File: config.mk
export PLATFORM = sky130hd
export DESIGN_NAME = tmds_serializer
export DESIGN_NICKNAME = d
export VERILOG_FILES = /design/src/rtl/tmds_pkg.sv /design/src/rtl/tmds_symbol_fifo.sv /design/src/rtl/tmds_serializer.sv
export SDC_FILE = /design/constraint.sdc
export NUM_CORES = 1
export LEC_CHECK = 0
export BUFFER_PORTS_ARGS = -buffer_cell sky130_fd_sc_hd__buf_4
export CAP_MARGIN = 20
export CORE_AREA = 2 2 119 121
export CTS_BUF_LIST = sky130_fd_sc_hd__clkbuf_4 sky130_fd_sc_hd__clkbuf_8
export DETAILED_ROUTE_END_ITERATION = 7
export DIE_AREA = 0 0 121 123
export PLACE_DENSITY_LB_ADDON = 0.08
export SETUP_SLACK_MARGIN = 0.02
export SLEW_MARGIN = 40
export SYNTH_ARGS = -nofsm -noshare
export SYNTH_HDL_FRONTEND = slang
export SYNTH_SLANG_ARGS = --single-unit
File: constraint.sdc
create_clock -name tmds_clk -period 5.57 [get_ports tmds_clk]
set_input_delay 1.114 -clock tmds_clk [delete_from_list [all_inputs] [get_ports tmds_clk]]
set_output_delay 1.114 -clock tmds_clk [all_outputs]
set_load 0.05 [all_outputs]
File: src/rtl/tmds_pkg.sv
// Shared TMDS constants: symbol width, clock-lane pattern and the control-period symbols.
package tmds_pkg;

   localparam int unsigned SYM_W = 10;

   localparam logic [SYM_W-1:0] TMDS_CLK_PATTERN = 10'b0000011111;

   // Control-period symbols indexed by {vsync, hsync}
   localparam logic [SYM_W-1:0] CTRL_SYM_00 = 10'b1101010100;
   localparam logic [SYM_W-1:0] CTRL_SYM_01 = 10'b0010101011;
   localparam logic [SYM_W-1:0] CTRL_SYM_10 = 10'b0101010100;
   localparam logic [SYM_W-1:0] CTRL_SYM_11 = 10'b1010101011;

endpackage

File: src/rtl/tmds_symbol_fifo.sv
// Small single-clock FIFO holding pre-encoded symbol sets; ready is registered "not full".
module tmds_symbol_fifo #(
   parameter int unsigned WIDTH = 30,
   parameter int unsigned DEPTH = 2
) (
   input  logic             clk,
   input  logic             rst_n,
   input  logic             push,
   input  logic [WIDTH-1:0] wdata,
   input  logic             pop,
   output logic [WIDTH-1:0] rdata,
   output logic             empty,
   output logic             ready
);

   localparam int unsigned PTR_W = $clog2(DEPTH);
   localparam int unsigned CNT_W = PTR_W + 1;

   logic [WIDTH-1:0] mem [DEPTH];
   logic [PTR_W-1:0] wr_q, rd_q;
   logic [CNT_W-1:0] cnt_q, cnt_d;
   logic             ready_q;
   logic             do_push, do_pop;

   assign do_push = push && (cnt_q != CNT_W'(DEPTH));
   assign do_pop  = pop && (cnt_q != '0);
   assign empty   = (cnt_q == '0);
   assign ready   = ready_q;
   assign rdata   = mem[rd_q];

   always_comb begin
      cnt_d = cnt_q;
      if (do_push && !do_pop) begin
         cnt_d = cnt_q + 1'b1;
      end else if (!do_push && do_pop) begin
         cnt_d = cnt_q - 1'b1;
      end
   end

   always_ff @(posedge clk or negedge rst_n) begin
      if (!rst_n) begin
         wr_q    <= '0;
         rd_q    <= '0;
         cnt_q   <= '0;
         ready_q <= 1'b0;
      end else begin
         cnt_q   <= cnt_d;
         ready_q <= (cnt_d != CNT_W'(DEPTH));
         if (do_push) begin
            wr_q <= (wr_q == PTR_W'(DEPTH - 1)) ? '0 : wr_q + 1'b1;
         end
         if (do_pop) begin
            rd_q <= (rd_q == PTR_W'(DEPTH - 1)) ? '0 : rd_q + 1'b1;
         end
      end
   end

   // Storage needs no reset: the count gates every read that matters.
   always_ff @(posedge clk) begin
      if (do_push) begin
         mem[wr_q] <= wdata;
      end
   end

endmodule

File: src/rtl/tmds_serializer.sv
// TMDS lane serializer: buffers symbol sets and shifts them out LANE_BITS per clock.
// Define TMDS_SER_DIFF_EN to add registered complement outputs out_data_n / out_clk_n.
module tmds_serializer
   import tmds_pkg::*;
#(
   parameter int unsigned       NUM_CH      = 3,
   parameter int unsigned       LANE_BITS   = 1,
   parameter int unsigned       FIFO_DEPTH  = 2,
   parameter logic [SYM_W-1:0]  IDLE_SYMBOL = CTRL_SYM_00
) (
   input  logic                          tmds_clk,
   input  logic                          reset_n,
   input  logic [SYM_W*NUM_CH-1:0]       in_sym,
   input  logic                          in_valid,
   output logic                          in_ready,
   input  logic                          clr_underflow,
   output logic [LANE_BITS*NUM_CH-1:0]   out_data,
   output logic [LANE_BITS-1:0]          out_clk,
`ifdef TMDS_SER_DIFF_EN
   output logic [LANE_BITS*NUM_CH-1:0]   out_data_n,
   output logic [LANE_BITS-1:0]          out_clk_n,
`endif
   output logic                          sym_strobe,
   output logic                          underflow_pulse,
   output logic                          underflow_flag
);

   localparam int unsigned RATIO = SYM_W / LANE_BITS;
   localparam int unsigned PH_W  = $clog2(RATIO);

   logic [PH_W-1:0]           phase_q;
   logic [SYM_W*NUM_CH-1:0]   sh_q, sh_d, head;
   logic [SYM_W-1:0]          ck_q, ck_d;
   logic                      load, push, pop, fifo_empty;
   logic                      strobe_q, uf_pulse_q, uf_flag_q;

   assign load = (phase_q == PH_W'(RATIO - 1));
   assign push = in_valid && in_ready;
   // Emptiness is sampled before this edge's push, so a same-edge push waits a symbol.
   assign pop  = load && !fifo_empty;

   tmds_symbol_fifo #(
      .WIDTH (SYM_W * NUM_CH),
      .DEPTH (FIFO_DEPTH)
   ) u_fifo (
      .clk   (tmds_clk),
      .rst_n (reset_n),
      .push  (push),
      .wdata (in_sym),
      .pop   (pop),
      .rdata (head),
      .empty (fifo_empty),
      .ready (in_ready)
   );

   always_comb begin
      sh_d = sh_q;
      for (int k = 0; k < NUM_CH; k++) begin
         if (load) begin
            sh_d[k*SYM_W +: SYM_W] = pop ? head[k*SYM_W +: SYM_W] : IDLE_SYMBOL;
         end else begin
            sh_d[k*SYM_W +: SYM_W] = sh_q[k*SYM_W +: SYM_W] >> LANE_BITS;
         end
      end
      ck_d = load ? TMDS_CLK_PATTERN : (ck_q >> LANE_BITS);
   end

   always_ff @(posedge tmds_clk or negedge reset_n) begin
      if (!reset_n) begin
         phase_q    <= '0;
         sh_q       <= '0;
         ck_q       <= '0;
         strobe_q   <= 1'b0;
         uf_pulse_q <= 1'b0;
         uf_flag_q  <= 1'b0;
      end else begin
         phase_q    <= load ? '0 : phase_q + 1'b1;
         sh_q       <= sh_d;
         ck_q       <= ck_d;
         strobe_q   <= load;
         uf_pulse_q <= load && fifo_empty;
         // A fresh underflow wins over a simultaneous clear.
         if (load && fifo_empty) begin
            uf_flag_q <= 1'b1;
         end else if (clr_underflow) begin
            uf_flag_q <= 1'b0;
         end
      end
   end

   for (genvar k = 0; k < NUM_CH; k++) begin : g_lane_out
      assign out_data[k*LANE_BITS +: LANE_BITS] = sh_q[k*SYM_W +: LANE_BITS];
   end
   assign out_clk         = ck_q[LANE_BITS-1:0];
   assign sym_strobe      = strobe_q;
   assign underflow_pulse = uf_pulse_q;
   assign underflow_flag  = uf_flag_q;

`ifdef TMDS_SER_DIFF_EN
   logic [LANE_BITS*NUM_CH-1:0] data_n_q, data_next;
   logic [LANE_BITS-1:0]        clk_n_q;

   for (genvar k = 0; k < NUM_CH; k++) begin : g_lane_next
      assign data_next[k*LANE_BITS +: LANE_BITS] = sh_d[k*SYM_W +: LANE_BITS];
   end

   always_ff @(posedge tmds_clk or negedge reset_n) begin
      if (!reset_n) begin
         data_n_q <= '1;
         clk_n_q  <= '1;
      end else begin
         data_n_q <= ~data_next;
         clk_n_q  <= ~ck_d[LANE_BITS-1:0];
      end
   end

   assign out_data_n = data_n_q;
   assign out_clk_n  = clk_n_q;
`endif

endmodule

==> flow_summary.json, run 1 <==
{
  "syn_nets": 302,
  "clock_sinks": 106,
  "grt_pass1_vias": 2076,
  "cts_buffers": 9,
  "placed_area_mm2": 0.00453,
  "clk_pin_slew_ns": 0.09,
  "drive_above_1_share": 0.220,
  "final_nets": 340,
  "hpwl_um": 4260,
  "post_cts_resize_count": 0,
  "rsz0062_at_grt": "no",
  "die_height_um": 123,
  "ys_seq_elements": 106,
  "numPortBuffers": 41,
  "cts_setup_buffers": 0,
  "synth_top_family_by_area": "compound AO/OA/AOI/OAI gates",
  "clock-skew-final_ns": 0.00527,
  "yosysSeqAreaShare": 0.742,
  "setup_viol": 0,
  "crit_chain": "buf_4 -> nand3b_1 -> nor2_4 -> buf_16",
  "final_area_mm2": 0.00473,
  "synth_mux_area_frac": 0.0402,
  "drt-initial-drc-count": 104,
  "htreeDepth": 3,
  "via_count": 2036,
  "avgSynthCellArea_um2": 15.0,
  "core_mm2": 0.0136,
  "grt_max_degree": 47,
  "timing.fmax_mhz": 444,
  "critPathMaxStageDelay_ns": 0.59,
  "num_antenna_cells": 0,
  "crit_slowest_cell": "nor2_4",
  "hold-worst-slack_ns": 0.440,
  "synth_top_area_frac": 0.453,
  "fin_crit_ns": 2.25,
  "hold_violations": 0,
  "drc": 0,
  "leakage_nw": 1.83,
  "hold_buffers": 0,
  "multi_input_area_um2": 933,
  "cts-root-buf": "clkbuf_8",
  "grt.overflow.total": 0,
  "synthCells": 266,
  "io_pins": 42,
  "synth_fa_ha_area_frac": 0.00629,
  "dp_slack_ns": 2.86,
  "grt_pass1_wl_um": 11200,
  "finalWorstSetupSlack_ns": 3.32,
  "cp.required_ns": 5.66,
  "area_growth_pct": 18.7,
  "clock_latency_ns": 0.37,
  "wl_um": 6920,
  "yosys.area.top_type": "edfxtp_1",
  "cp.arrival_ns": 2.34,
  "die_w_um": 121,
  "vias_per_cell": 4.16,
  "start_util": 0.292,
  "tightest_slew_ns": 0.632,
  "regArea_mm2": 0.00296,
  "status": "finished, final reports clean",
  "synthTopCellsByArea": "edfxtp_1 (45%), dfrtp_1 (29%), mux2i_1 (4.0%)",
  "grt_usage": 0.104,
  "synth_xor_area_frac": 0.0129,
  "synth-simple-area-share": 0.0833,
  "path_class": "input port to flip-flop",
  "dieArea_mm2": 0.0149,
  "tns_ns": 0,
  "finish.utilization": 0.347,
  "dr.pass1.iters": 4,
  "finalWeightedCongestion": 0.651,
  "slew_headroom": 0.579,
  "post-route-period-util": 0.404,
  "fp-row-count": 43,
  "synthDistinctLibCells": 30,
  "drv_cap": 0,
  "powerDensity_mw_per_mm2": 438,
  "cts_tree": "yes",
  "wl_per_cell_um": 14.1,
  "cts_buffer_depth": 2,
  "synth.cell_area_mm2": 0.00398,
  "nFillCells": 1304,
  "yosys_warnings": 0,
  "crit_fanout": 16,
  "worstSetupStartpointType": "input port",
  "min_path_type": "flip-flop to flip-flop",
  "slew_viol_final": 0,
  "synth_compound_area_frac": 0.0839,
  "antenna_left": 0,
  "endpoint_kind": "flip-flop",
  "irDropWorstVdd_v": 0.000220,
  "antenna_found_initial": 0
}
## cells in the final DEF (no fill, tap or decap), types with 2 or more instances in the layout
cell type / count
xnor2_1: 3
nor3_1: 2
inv_1: 7
o21ai_0: 14
nor2b_1: 15
buf_4: 42
o31ai_1: 15
nor2_4: 2
nor2_1: 3
buf_16: 2
a211oi_1: 16
edfxtp_1: 60
clkbuf_8: 9
mux2i_1: 16
ha_1: 2
clkinv_2: 3
nand2_1: 31
clkinv_4: 2
nand2b_1: 5
dfrtp_1: 45
## layout make-up
cell class,instances,share of cell area
tap,180,0.0477
inverter,7,0.00556
clock inverter,7,0.0148
timing repair buffer,45,0.0826
sequential,106,0.626
multi-input combinational,135,0.198
clock buffer,9,0.0262
## power breakdown
group	switching (W)	internal, W	total [W]
clock network	0.000261	0.000207	0.000467
logic	0.000299	0.000227	0.000526
registers	0.0000922	0.000985	0.00108
## cells in the mapped netlist
cell	count
edfxtp_1	60
dfrtp_1	46
nand2_1	31
a211oi_1	16
mux2i_1	16
nor2b_1	15
o31ai_1	15
o21ai_0	14
clkbuf_1	9
inv_1	7
buf_4	6
nand2b_1	5
nor2_1	5
xnor2_1	3
ha_1	2
nor3_1	2
a21o_1	1
a22o_1	1
a311oi_2	1
and2_1	1
and3_1	1
and4b_1	1
buf_2	1
buf_6	1
clkbuf_2	1
nand3b_1	1
nand4bb_1	1
nor2_8	1
xor2_1	1
xor2_2	1
## final timing paths
kind                                                start                           to  slack (ns)  depth (start not counted)
max in group asynchronous                         reset_n      u_fifo.rd_q$_DFFE_PN0P_        4.36                          1
min in group asynchronous                         reset_n    u_fifo.cnt_q[0]$_DFF_PN0_        0.74                          1
worst min-delay path                    ck_q[2]$_DFF_PN0_            ck_q[1]$_DFF_PN0_        0.44                          1
worst min register to register          ck_q[2]$_DFF_PN0_            ck_q[1]$_DFF_PN0_        0.44                          1
worst max register to register  u_fifo.cnt_q[0]$_DFF_PN0_  u_fifo.mem[1][23]$_DFFE_PP_        3.36                          5
worst max-delay path                             in_valid  u_fifo.mem[1][23]$_DFFE_PP_        3.32                          4
## state kept, by name (all words and copies together) (netlist names)
signal,flops
underflow_flag,1
ck_q,5
underflow_pulse,1
u_fifo.ready,1
sh_q,30
u_fifo.rd_q,1
u_fifo.wr_q,1
u_fifo.cnt_q,2
u_fifo.mem,60
phase_q,4
## logic make-up (layout without fill, tap and decap cells)
group / Yosys count / after routing
adder cells (fa/ha/maj): 2 / 2
flip-flops: 106 / 106
multiplexers: 16 / 16
XOR/XNOR: 5 / 5
AND/OR/NAND/NOR: 64 / 64
AO/OA/AOI/OAI: 48 / 48
buffers and inverters: 25 / 68
## critical path, delay by kind of cell
kind / cells / cell delay, ns
buffers and inverters: 2 / 0.30
AND/OR/NAND/NOR: 2 / 0.92
## metal layers
layer  up-vias  global-route usage  part of all wire
met2        30               0.182              0.52
met1       974               0.115              0.42
met5         -                   0                 0
met4         0              0.0371             0.015
li1       1024                   -                 -
met3         8              0.0406             0.039
## through the flow
| step | cells | power, W |
|---|---|---|
| after global routing | 489 | 0.00221 |
| after detailed placement | 473 | 0.00165 |
| after floorplan | 266 | 0.00148 |
| after global placement | 470 | 0.00162 |
| final | 489 | 0.00207 |
| after CTS | 489 | 0.00212 |
No activity file was read; power rests on OpenSTA's default activity.
==> run 2: changes to the inputs <==
--- a/config.mk
+++ b/config.mk
@@ -5,12 +5,13 @@
 export SDC_FILE = /design/constraint.sdc
 export NUM_CORES = 1
 export LEC_CHECK = 0
+export ABC_AREA = 1
 export BUFFER_PORTS_ARGS = -buffer_cell sky130_fd_sc_hd__buf_4
 export CAP_MARGIN = 20
-export CORE_AREA = 2 2 119 121
+export CORE_AREA = 2 2 118 120
 export CTS_BUF_LIST = sky130_fd_sc_hd__clkbuf_4 sky130_fd_sc_hd__clkbuf_8
 export DETAILED_ROUTE_END_ITERATION = 7
-export DIE_AREA = 0 0 121 123
+export DIE_AREA = 0 0 120 122
 export PLACE_DENSITY_LB_ADDON = 0.08
 export SETUP_SLACK_MARGIN = 0.02
 export SLEW_MARGIN = 40
==> constraint.sdc (replaced) <==
create_clock -name tmds_clk -period 2.2 [get_ports tmds_clk]
set_input_delay 0.44 -clock tmds_clk [delete_from_list [all_inputs] [get_ports tmds_clk]]
set_output_delay 0.44 -clock tmds_clk [all_outputs]
set_load 0.05 [all_outputs]
==> run 2 against run 1 <==
Compared with the run above:
- power increased to 2.6 times the previous value
- largest cell class unchanged
- clock power increased to 2.6 times the previous value
- non-clock buffer count increased by 4
- cell count increased by 6.7%
- first-iteration DRC count decreased by 0.96%
==> flow_summary.json, run 2 <==
{
  "hold_buffers": 0,
  "seqPwrFrac": 0.480,
  "slew_viol_final": 0,
  "cp.required_ns": 2.44,
  "powerDensity_mw_per_mm2": 1150,
  "grt_usage": 0.113,
  "yosys.area.top_type": "edfxtp_1",
  "synth_top_area_frac": 0.454,
  "numPortBuffers": 41,
  "start_util": 0.294,
  "dieArea_mm2": 0.0146,
  "pwr-share-comb": 0.297,
  "wl_per_cell_um": 14.2,
  "slew_headroom": 0.597,
  "drive_above_1_share": 0.281,
  "cts_buffer_depth": 2,
  "worstSetupStartpointType": "flip-flop",
  "avgSynthCellArea_um2": 13.6,
  "critPathMaxStageDelay_ns": 0.42,
  "fin_crit_ns": 1.76,
  "clock-skew-final_ns": 0.0111,
  "antenna_found_initial": 0,
  "endpoint_kind": "flip-flop",
  "ys_seq_elements": 106,
  "io_pins": 42,
  "grt_pass1_vias": 2354,
  "power_frac_clock": 0.223,
  "grt.overflow.total": 0,
  "via_count": 2168,
  "fp-row-count": 43,
  "drt-initial-drc-count": 103,
  "final_nets": 373,
  "cpMostUsedCell": "inv_1",
  "final_common_cell": "nand2_1",
  "finish.utilization": 0.346,
  "timing.fmax_mhz": 567,
  "htreeDepth": 3,
  "hpwl_um": 4740,
  "post_cts_resize_count": 0,
  "yosys_warnings": 0,
  "status": "finished, final reports clean",
  "synth.most_common_cell": "nand2_1",
  "finalWeightedCongestion": 0.685,
  "async_flop_share": 0.434,
  "rsz0062_at_grt": "no",
  "synthDistinctLibCells": 25,
  "wl_um": 7440,
  "crit_slowest_cell": "dfrtp_1",
  "irDropWorstVdd_v": 0.000408,
  "grt_max_degree": 47,
  "dr.pass1.iters": 4,
  "intPower_w": 0.00361,
  "tightest_slew_ns": 0.605,
  "largest_register_ffs": 60,
  "cts-root-buf": "clkbuf_8",
  "cts_buffers": 9,
  "switching_share": 0.329,
  "clock_latency_ns": 0.37,
  "antenna_left": 0,
  "synth.cell_area_mm2": 0.00397,
  "regMostFlops": "u_fifo.mem",
  "critPathLaunch": "u_fifo.cnt_q[1]$_DFF_PN0_",
  "critPathBufInv": 3,
  "cts_setup_buffers": 0,
  "drv_cap": 0,
  "r2r_start": "u_fifo.cnt_q[1]$_DFF_PN0_",
  "grt_pass1_wl_um": 12200,
  "synth-edff-count": 60,
  "drc": 0,
  "min_path_type": "input port to async pin",
  "top_regs": "u_fifo.mem x60, sh_q x30, ck_q x5",
  "path_class": "flip-flop to flip-flop",
  "die_height_um": 122,
  "synthTopCellsByArea": "edfxtp_1 (45%), dfrtp_1 (29%), nand2_1 (5.9%)",
  "dp_cells": 506,
  "crit_fanout": 18,
  "die_w_um": 120,
  "cp.arrival_ns": 2.01,
  "area_growth_pct": 17.9,
  "post-route-period-util": 0.802,
  "hold_violations": 0,
  "clk_pin_slew_ns": 0.10,
  "synth.top_cells.by_count": "nand2_1 (62), edfxtp_1 (60), dfrtp_1 (46)",
  "vias_per_cell": 4.15,
  "synth-main-ff-cell": "edfxtp_1",
  "cpLargestDelayFamily": "buffers and inverters",
  "yosysSeqAreaShare": 0.744,
  "num_antenna_cells": 0,
  "clock_sinks": 106,
  "synthCells": 292,
  "core_mm2": 0.0135,
  "syn_nets": 328,
  "switchingPower_w": 0.00177,
  "cts_tree": "yes",
  "setup_viol": 0,
  "finalNonFillerCells": 522,
  "tns_ns": 0,
  "most-common-layout-cells": "nand2_1 (62), edfxtp_1 (60), buf_4 (48), dfrtp_1 (46), nor2_1 (16)",
  "crit_chain": "inv_1 -> ha_1 -> inv_1 -> nand3_4 -> inv_2 -> a31oi_1",
  "leakage_nw": 2.08
}
[run 2: changes by cell type after synthesis, sizes merged, moves of 5 or more]
| cell | previous run | this run |
|---|---|---|
| a211oi | 16 | 0 |
| a21o | 1 | 15 |
| a21oi | 0 | 21 |
| a31oi | 0 | 12 |
| inv | 7 | 15 |
| mux2i | 16 | 0 |
| nand2 | 31 | 70 |
| nand2b | 5 | 0 |
| nand3 | 0 | 5 |
| nor2 | 6 | 21 |
| nor2b | 15 | 0 |
| o21ai | 14 | 1 |
| o31ai | 15 | 0 |
[run 2: worst register-to-register path: stages (launching register included)]
cell and delay, ns:
dfrtp_1 0.42, inv_1 0.06, ha_1 0.22, inv_1 0.20, nand3_4 0.30, inv_2 0.32, a31oi_1 0.12
[run 2: layout make-up]
class,instances,area [µm²]
Clock buffer,10,131
Clock inverter,6,65.1
Fill cell,1329,8830
Inverter,15,56.3
Timing Repair Buffer,49,380
Tap cell,180,225
Sequential cell,106,2950
Multi-Input combinational cell,156,866
[run 2: metrics by stage]
step	hold WS, ns	power (W)	area (µm²)	setup slack (ns)
3_5_place_dp	0.422	0.00427	4480	0.387
3_3_place_gp	0.420	0.00427	4480	0.458
6_report	0.0712	0.00538	4680	0.436
2_1_floorplan	0.144	0.00382	3970	0.0234
4_1_cts	0.0829	0.00549	4680	0.378
5_1_grt	0.103	0.00577	4680	0.293
[run 2: worst paths after layout]
| check | to | slack [ns] | cells after the start |
|---|---|---|---|
| worst max-delay path | sh_q[16]$_DFF_PN0_ | 0.44 | 6 |
| min in group tmds_clk | u_fifo.mem[0][28]$_DFFE_PP_ | 0.25 | 1 |
| worst max register to register | sh_q[16]$_DFF_PN0_ | 0.44 | 6 |
| worst min-delay path | sh_q[20]$_DFF_PN0_ | 0.07 | 1 |
| worst min register to register | ck_q[0]$_DFF_PN0_ | 0.45 | 1 |
| max in group asynchronous | u_fifo.wr_q$_DFFE_PN0P_ | 1.71 | 1 |
[run 2: layer usage]
| metal | GRT usage | share of wire |
|---|---|---|
| met5 | 0 | 0 |
| met4 | 0.0375 | 0.011 |
| met3 | 0.0412 | 0.034 |
| met2 | 0.194 | 0.51 |
| met1 | 0.132 | 0.44 |
[run 2: power groups by stage]
stage          combinational (W)  sequential [W]  clock [W]
5_1_grt                  0.00182         0.00261    0.00134
4_1_cts                  0.00165         0.00258    0.00125
6_report                 0.00159         0.00258    0.00120
3_3_place_gp             0.00164         0.00263          0
3_5_place_dp             0.00164         0.00263          0
2_1_floorplan            0.00118         0.00264          0
[run 2: logic make-up (layout without fill, tap and decap cells)]
kind of cell | count (synthesis) | in the layout | share of synthesized area
flip-flops | 106 | 106 | 0.744
AND/OR/NAND/NOR | 101 | 101 | 0.119
AO/OA/AOI/OAI | 50 | 50 | 0.0852
buffers and inverters | 30 | 80 | 0.0385
XOR/XNOR | 3 | 3 | 0.00663
adder cells (fa/ha/maj) | 2 | 2 | 0.00631
